$ cat src/rtl/imdct_short_engine.sv
// 12-point short-block IMDCT for one MP3 short window: loads six signed lines X[0..5],
// then emits twelve rounded, saturated time samples from a 6-tap MAC per output.
module imdct_short_engine #(
    parameter int COEF_FRAC = 17
) (
    input  logic        clk_i,
    input  logic        reset_i,
    input  logic        in_valid_i,
    output logic        in_ready_o,
    input  logic [17:0] in_data_i,
    output logic        rom_enable_o,
    output logic [3:0]  rom_n_o,
    output logic [2:0]  rom_k_o,
    input  logic [17:0] rom_data_i,
    output logic        out_valid_o,
    input  logic        out_ready_i,
    output logic [17:0] out_data_o,
    output logic [3:0]  out_index_o,
    output logic        out_last_o
);

    // state   | meaning
    // LOAD    | accepting X[0..5], in_ready high
    // MAC     | 7 cycles: ROM reads on c=0..5, accumulate on c=1..6
    // EMIT    | x[n] presented, waits for out_ready
    typedef enum logic [1:0] {
        ST_LOAD = 2'd0,
        ST_MAC  = 2'd1,
        ST_EMIT = 2'd2
    } state_t;

    localparam logic [2:0]        LAST_WORD = 3'd5;
    localparam logic [2:0]        MAC_LAST  = 3'd6;
    localparam logic [3:0]        N_LAST    = 4'd11;
    localparam logic signed [39:0] RND_HALF = 40'sd1 <<< (COEF_FRAC - 1);
    localparam logic signed [39:0] SAT_MAX  = 40'sd131071;
    localparam logic signed [39:0] SAT_MIN  = -40'sd131072;

    state_t state_q, state_d;

    logic [2:0]         load_cnt_q, load_cnt_d;
    logic [3:0]         n_q, n_d;
    logic [2:0]         c_q, c_d;
    logic signed [38:0] acc_q, acc_d;
    logic signed [17:0] x_q [6];
    logic signed [17:0] x_d [6];
    logic [3:0]         rom_n_q, rom_n_d;
    logic [2:0]         rom_k_q, rom_k_d;
    logic [17:0]        out_data_q, out_data_d;
    logic [3:0]         out_index_q, out_index_d;

    logic [2:0]         x_sel;
    logic signed [35:0] prod;
    logic signed [38:0] acc_sum;
    logic signed [39:0] rnd;
    logic signed [39:0] shifted;
    logic [17:0]        sat_res;

    // ROM data lags the read by one cycle, so cycle c multiplies by X[c-1]
    always_comb begin
        x_sel   = (c_q == 3'd0) ? 3'd0 : (c_q - 3'd1);
        prod    = $signed(rom_data_i) * x_q[x_sel];
        acc_sum = acc_q + {{3{prod[35]}}, prod};
        rnd     = {acc_sum[38], acc_sum} + RND_HALF;
        shifted = rnd >>> COEF_FRAC;
        if (shifted > SAT_MAX) begin
            sat_res = 18'h1FFFF;
        end else if (shifted < SAT_MIN) begin
            sat_res = 18'h20000;
        end else begin
            sat_res = shifted[17:0];
        end
    end

    always_ff @(posedge clk_i) begin
        if (reset_i) begin
            state_q <= ST_LOAD;
        end else begin
            state_q <= state_d;
        end
    end

    always_comb begin
        state_d = state_q;
        case (state_q)
            ST_LOAD: begin
                if (in_valid_i && (load_cnt_q == LAST_WORD)) begin
                    state_d = ST_MAC;
                end
            end
            ST_MAC: begin
                if (c_q == MAC_LAST) begin
                    state_d = ST_EMIT;
                end
            end
            ST_EMIT: begin
                if (out_ready_i) begin
                    state_d = (n_q == N_LAST) ? ST_LOAD : ST_MAC;
                end
            end
            default: state_d = ST_LOAD;
        endcase
    end

    always_comb begin
        in_ready_o   = (state_q == ST_LOAD);
        rom_enable_o = (state_q == ST_MAC) && (c_q != MAC_LAST);
        rom_n_o      = rom_enable_o ? n_q : rom_n_q;
        rom_k_o      = rom_enable_o ? c_q : rom_k_q;
        out_valid_o  = (state_q == ST_EMIT);
        out_data_o   = out_data_q;
        out_index_o  = out_index_q;
        out_last_o   = out_valid_o && (out_index_q == N_LAST);
    end

    always_comb begin
        load_cnt_d  = load_cnt_q;
        n_d         = n_q;
        c_d         = c_q;
        acc_d       = acc_q;
        x_d         = x_q;
        out_data_d  = out_data_q;
        out_index_d = out_index_q;
        rom_n_d     = rom_n_q;
        rom_k_d     = rom_k_q;

        if (rom_enable_o) begin
            rom_n_d = n_q;
            rom_k_d = c_q;
        end

        case (state_q)
            ST_LOAD: begin
                if (in_valid_i) begin
                    x_d[load_cnt_q] = in_data_i;
                    if (load_cnt_q == LAST_WORD) begin
                        load_cnt_d = 3'd0;
                        n_d        = 4'd0;
                        c_d        = 3'd0;
                        acc_d      = '0;
                    end else begin
                        load_cnt_d = load_cnt_q + 3'd1;
                    end
                end
            end
            ST_MAC: begin
                if (c_q != 3'd0) begin
                    acc_d = acc_sum;
                end
                if (c_q == MAC_LAST) begin
                    c_d         = 3'd0;
                    out_data_d  = sat_res;
                    out_index_d = n_q;
                end else begin
                    c_d = c_q + 3'd1;
                end
            end
            ST_EMIT: begin
                if (out_ready_i) begin
                    acc_d = '0;
                    c_d   = 3'd0;
                    if (n_q == N_LAST) begin
                        n_d        = 4'd0;
                        load_cnt_d = 3'd0;
                    end else begin
                        n_d = n_q + 4'd1;
                    end
                end
            end
            default: ;
        endcase
    end

    always_ff @(posedge clk_i) begin
        if (reset_i) begin
            load_cnt_q  <= 3'd0;
            n_q         <= 4'd0;
            c_q         <= 3'd0;
            acc_q       <= '0;
            rom_n_q     <= 4'd0;
            rom_k_q     <= 3'd0;
            out_data_q  <= 18'd0;
            out_index_q <= 4'd0;
            for (int i = 0; i < 6; i++) begin
                x_q[i] <= '0;
            end
        end else begin
            load_cnt_q  <= load_cnt_d;
            n_q         <= n_d;
            c_q         <= c_d;
            acc_q       <= acc_d;
            rom_n_q     <= rom_n_d;
            rom_k_q     <= rom_k_d;
            out_data_q  <= out_data_d;
            out_index_q <= out_index_d;
            for (int i = 0; i < 6; i++) begin
                x_q[i] <= x_d[i];
            end
        end
    end

endmodule

$ cat config.mk
export PLATFORM = sky130hd
export DESIGN_NAME = imdct_short_engine
export DESIGN_NICKNAME = d
export VERILOG_FILES = /design/src/rtl/imdct_short_engine.sv
export SDC_FILE = /design/constraint.sdc
export NUM_CORES = 1
export LEC_CHECK = 0
export CAP_MARGIN = 40
export CORE_AREA = 4 4 259 185
export CTS_CLUSTER_SIZE = 28
export DETAILED_ROUTE_END_ITERATION = 10
export DIE_AREA = 0 0 263 189
export GPL_ROUTABILITY_DRIVEN = 0
export PLACE_DENSITY = 0.78
export SETUP_SLACK_MARGIN = 0.3
export SLEW_MARGIN = 20
export SYNTH_ARGS = -nofsm -noshare
export SYNTH_HDL_FRONTEND = slang
export SYNTH_SLANG_ARGS = --single-unit
$ cat constraint.sdc
create_clock -name clk_i -period 20.3 [get_ports clk_i]
set_input_delay 5.075 -clock clk_i [delete_from_list [all_inputs] [get_ports clk_i]]
set_output_delay 5.075 -clock clk_i [all_outputs]
set_load 0.02 [all_outputs]
==> summary.txt <==
total length of routed wires: 56200 um
CP startpoint kind: input port
pwr/cell area: 120.9 nW/um^2
Iter 0 DRT Violations: 1439
cell count after synthesis: 2627
overall routing resource usage: 22.74%
# setup viols final: 0
Post-CTS Resized: 0
Setup TNS: 0 ns
status: complete, no violations
Worst EP arrival: 15.32 ns
register area share after synthesis: 16.77%
CP peak stage delay: 0.83 ns
Post-Syn Area: 22440 um^2
largest net degree at the start of global routing: 92
cell area after layout: 24500 um^2
max-cap viol count: 0
Vias/cell: 5.563
CTS tree: done
final net count: 3141
DRC: 0
Die ar.: 49710 um^2
peak supply drop: 0.1002 mV
latest clock arrival within the worst-skew pair: 0.47 ns
Post CTS Setup Buffer Count: 0
most common cell in the netlist: nand2_1
routed length per instance: 17.24 um
P&R area growth vs syn: 9.212%
period utilization: 73.59%
Pleak: 10.64 nW
Mean Syn Cell Area: 8.541 um^2
antenna-violating nets left: 0
delay-heaviest family, CP: compound AO/OA/AOI/OAI gates
Clock Tree Root: clkbuf_16
clock tree sinks: 188
HP Class: reg -> reg
GRT Residual Overflow: 0
Filler cells: 4089
most frequent CP cell: inv_1
# IOs: 73
CTS Buffer Depth: 2
worst clock skew: 0.01775 ns
count of unique library cells instantiated by Yosys: 79
die width: 263 um
vias in the first global route: 18740
Multi-input gate area: 16800 um^2
initial antenna violation count: 1
Post-synth top cells: nand2_1 (443), inv_1 (393), fa_1 (330), a21oi_1 (207), dfxtp_1 (188)
crit path time final: 14.94 ns
hold slack: 0.4564 ns
Area contributors post-synth: fa_1 (29%), dfxtp_1 (17%), ha_1 (7.7%)
Row Count: 66
Worst slew margin: 41.38%
Buf+Inv Stages, Crit Path: 8
dpl hpwl: 43080 um
vias: 18130
Final Max Tran Viols: 0
core area: 45750 um^2
Initial Util: 49.05%
Post-Syn Nets: 3135
H-tree levels: 4
largest area contributor in the netlist: fa_1
# port buffers: 72
first-pass GRT wire length: 93870 um
final hold viol count: 0
worst setup path class: in -> reg
total clock buffers created by CTS: 17
worst endpoint required time: 20.68 ns
slew of the pin with the lowest slew margin: 0.8766 ns
Post-synth EDFFs: 0
CP endpoint kind: flop
hold buffers post-CTS: 0
drt first pass iters: 8
Die H: 189 um
top cell type's share of synthesized area: 29.44%
setup repair after global routing missed its margin: no
CP max FO: 18
FF+latch area: 3764 um^2
Peak Freq: 0.06694 GHz
prevailing post-synth register cell: dfxtp_1
yosys warns: 0
layout cells sized above 1: 5.518%
Post-Place Cell Area: 23820 um^2
Post-synth ARST share: 0%
Worst-path clk slew: 0.09 ns
Yosys reg bits: 188
Max stage delay cell, worst path: clkdlybuf4s50_1
[cell type report]
cell class,instances,share of cell area [%]
antenna,1,0.01021
multi-input combinational,1926,68.57
tap,612,3.125
clock buffer,17,1.736
sequential,188,15.36
inverter,393,6.020
clock inverter,15,0.9446
timing repair buffer,107,4.238
[sequential cells by signal, indices dropped and copies added, names as in the netlist, 4 cells and up]
register	cells
out_data_o	18
out_index_o	4
rom_n_q	4
acc_q	39
x_q	108
n_q	4
[report_power, final]
group / internal (mW) / total (mW) / switching [mW]
Clock: 0.177 / 0.370 / 0.193
Combinational: 0.827 / 2.21 / 1.39
Sequential: 0.374 / 0.378 / 0.00384
Total: 1.38 / 2.96 / 1.58
[worst reg2reg max path, delay by kind of cell, from the launching register on]
kind                       cells  cell delay, ns
muxes                          2            0.88
adders and majority gates      9            3.62
xor gates and xnor gates       2            0.41
AOI/OAI and AO/OA             13            3.55
DFF                            1            0.54
buffers and inverters          9            1.23
and+or+nand+nor               10            1.73
[placed cells by master (no fill, tap or decap), drive strengths merged, types with 40 or more instances in the layout]
cell type	netlist	final
dfxtp	188	188
nor2	137	137
xnor2	57	57
inv	393	404
ha	138	138
a21oi	209	209
nand2b	49	49
and2	59	59
nand2	444	444
fa	330	330
clkdlybuf4s50	0	71
o21ai	41	41
nor2b	118	118
nand3	40	40
[through the flow]
step	utilization [%]	std cells	power (mW)	setup WS, ns
2_1_floorplan	-	2627	2.138	6.749
3_3_place_gp	51.87	3218	2.495	5.266
3_5_place_dp	52.06	3224	2.574	4.956
4_1_cts	53.49	3256	2.951	5.388
5_1_grt	53.56	3259	3.221	4.758
6_report	53.56	3259	2.962	5.361
[final timing paths]
path | startpoint | end | slack, ns | cells after the start
worst max register to register | c_q[0] | out_data_o[12] | 8.23 | 45
worst min-delay path | x_q[21] | x_q[21] | 0.46 | 2
worst min register to register | x_q[21] | x_q[21] | 0.46 | 2
worst max-delay path | rom_data_i[6] | out_data_o[12] | 5.36 | 39
[logic make-up after synthesis]
group / after synthesis / share of synthesized area [%]
AOI/OAI and AO/OA: 407 / 11.65
xor gates and xnor gates: 88 / 3.569
adders and majority gates: 468 / 37.14
buffers and inverters: 513 / 8.838
DFF: 188 / 16.77
muxes: 39 / 2.799
and+or+nand+nor: 924 / 19.23
[metal layers]
layer  part of all wire, %  GRT usage (%)  up-vias
met5                     0              0        -
met4                   2.0          6.083        0
met3                   6.8          3.624       88
met2                    49          38.45      681
met1                    43          30.73     9025
li1                      -              -     8337
No activity file was read; power rests on OpenSTA's default activity.
==> edit: new RTL, same settings <==
Reset style: asynchronous (`reset_i`), changed in 2 clocked blocks.
--- a/src/rtl/imdct_short_engine.sv
+++ b/src/rtl/imdct_short_engine.sv
@@ -73,5 +73,5 @@
     end
 
-    always_ff @(posedge clk_i) begin
+    always_ff @(posedge clk_i or posedge reset_i) begin
         if (reset_i) begin
             state_q <= ST_LOAD;
@@ -172,5 +172,5 @@
     end
 
-    always_ff @(posedge clk_i) begin
+    always_ff @(posedge clk_i or posedge reset_i) begin
         if (reset_i) begin
             load_cnt_q  <= 3'd0;
Formal check against the unedited RTL: same outputs for any inputs over 4 cycles, from zero or initial values and one cycle with reset_i high; that may be too few to reach the edited logic, so the function may still have changed.
==> edit against the original RTL <==
Clock skew shrank 3.9 ps. Count of clock-buffer cells in the layout unchanged. Routed wire length down 0.85%. Design area increased by 3.6%. Final cell count decreased by 6.8%. Setup slack worse by 590 ps. Register-to-register slack got worse by 290 ps. Global-route usage rose by 0.27 points. Area after synthesis rose by 2.7%. Sequential cell count unchanged. First-iteration DRC count shrank 1.7%.
Power is left out: the tool's default activity adds up to more than one toggle a clock period on the data nets, which glitch-free logic cannot reach.
==> edit: results (changes against the original RTL) <==
| Metric | Value |
|---|---|
| Mux cell area share after synthesis | 0.0835 (was 0.0280) |
| Synth top area cells | fa_1 (29%), dfrtp_1 (20%), ha_1 (7.5%) (was fa_1 (29%), dfxtp_1 (17%), ha_1 (7.7%)) |
| Worst reg-to-reg setup slack | 7940 ps (was 8230 ps) |
| Maximum single-stage delay on the critical path | 950 ps (was 830 ps) |
| Placement Setup Slack | 4450 ps (was 4960 ps) |
| Final Non-Filler Cells | 3,039 (was 3,259) |
| Source of the worst hold timing path | rom_n_q[0]$_DFF_PP0_ (was x_q[21]$_SDFFE_PP0P_) |
| Fraction of synthesis flops using an asynchronous set or reset pin | 1.00 (was 0) |
| Number of non-clock inverters in the layout | 390 (was 393) |
| Fraction of final layout cells with drive strength greater than 1 | 0.109 (was 0.0552) |
| Unique masters post-synth | 91 (was 79) |
| Terminating pin of the worst hold path | rom_n_q[0]$_DFF_PP0_ (was x_q[21]$_SDFFE_PP0P_) |
| Transition at the pin with the smallest max-transition slack | 1040 ps (was 877 ps) |
| Total length of routed met2 wires | 26.3 mm (was 27.3 mm) |
| Global-route total usage across every layer | 0.230 (was 0.227) |
| Worst endpoint data arrival time | 15,800 ps (was 15,320 ps) |
| Fillers | 3,874 (was 4,089) |
| Placed Area | 0.0246 mm² (was 0.0238 mm²) |
| Number of cell instances on the worst register-to-register path | 40 (was 45) |
| Run status | finished, final reports clean (unchanged) |
| Multi-input combinational area share | 0.654 (was 0.686) |
| Sequential cell area share | 0.185 (was 0.154) |
| Antenna cell count | 0 (was 1) |
| Global-route wire length before repair | 93.8 mm (was 93.9 mm) |
| HPWL reported at the end of detailed placement | 42.8 mm (was 43.1 mm) |
| Post-DR vias/cell | 5.64 (was 5.56) |
| Area fraction in compound gates after synthesis | 0.0939 (was 0.117) |
| Met1 routed wirelength after detailed routing | 23.9 mm (was 24.0 mm) |
| Net total in the final layout | 2,922 (was 3,141) |
| Post-synthesis sequential area ratio | 0.204 (was 0.168) |
| Antenna violations before repair | 0 (was 1) |
| Top_reg_cell synth | dfrtp_1 (was dfxtp_1) |
| Routed length per instance | 18.3 µm (was 17.2 µm) |
| Synthesized-area fraction occupied by adder cells | 0.362 (was 0.371) |
| DRC violation total after the first TritonRoute iteration | 1,414 (was 1,439) |
| Vias in the first global route | 18,100 (was 18,700) |
| Launching point of the worst reg2reg path | c_q[0]$_DFFE_PP0P_ (was c_q[0]$_SDFFE_PP0P_) |
| Signal buffers share of area | 0.0477 (was 0.0424) |
| Post-synthesis average cell area | 9.74 µm² (was 8.54 µm²) |
| Hold Worst Slack | 481 ps (was 456 ps) |
| Register area | 0.00470 mm² (was 0.00376 mm²) |
==> edit: worst max path at each step <==
stage                   start                    endpoint  slack (ps)
3_3_place_gp   rom_data_i[17]  out_data_o[11]$_DFFE_PP0P_        4810
4_1_cts        rom_data_i[17]  out_data_o[12]$_DFFE_PP0P_        4890
2_1_floorplan   rom_data_i[5]   out_data_o[2]$_DFFE_PP0P_        6480
5_1_grt        rom_data_i[17]  out_data_o[15]$_DFFE_PP0P_        4230
6_report       rom_data_i[17]  out_data_o[12]$_DFFE_PP0P_        4770
3_5_place_dp   rom_data_i[17]  out_data_o[12]$_DFFE_PP0P_        4450
==> edit: worst max-delay path: cells and delay by family <==
family / cells / cell delay, ps
fa+ha+maj: 8 / 3750
compound gates: 10 / 3200
simple gates: 8 / 2320
buf+inv: 5 / 1160
xor+xnor: 1 / 150
mux: 1 / 130
==> edit: layer usage <==
metal,up-vias,track usage
met1,8655,0.323
met2,682,0.375
met3,107,0.0431
li1,7693,-
met4,0,0.0549
met5,-,0
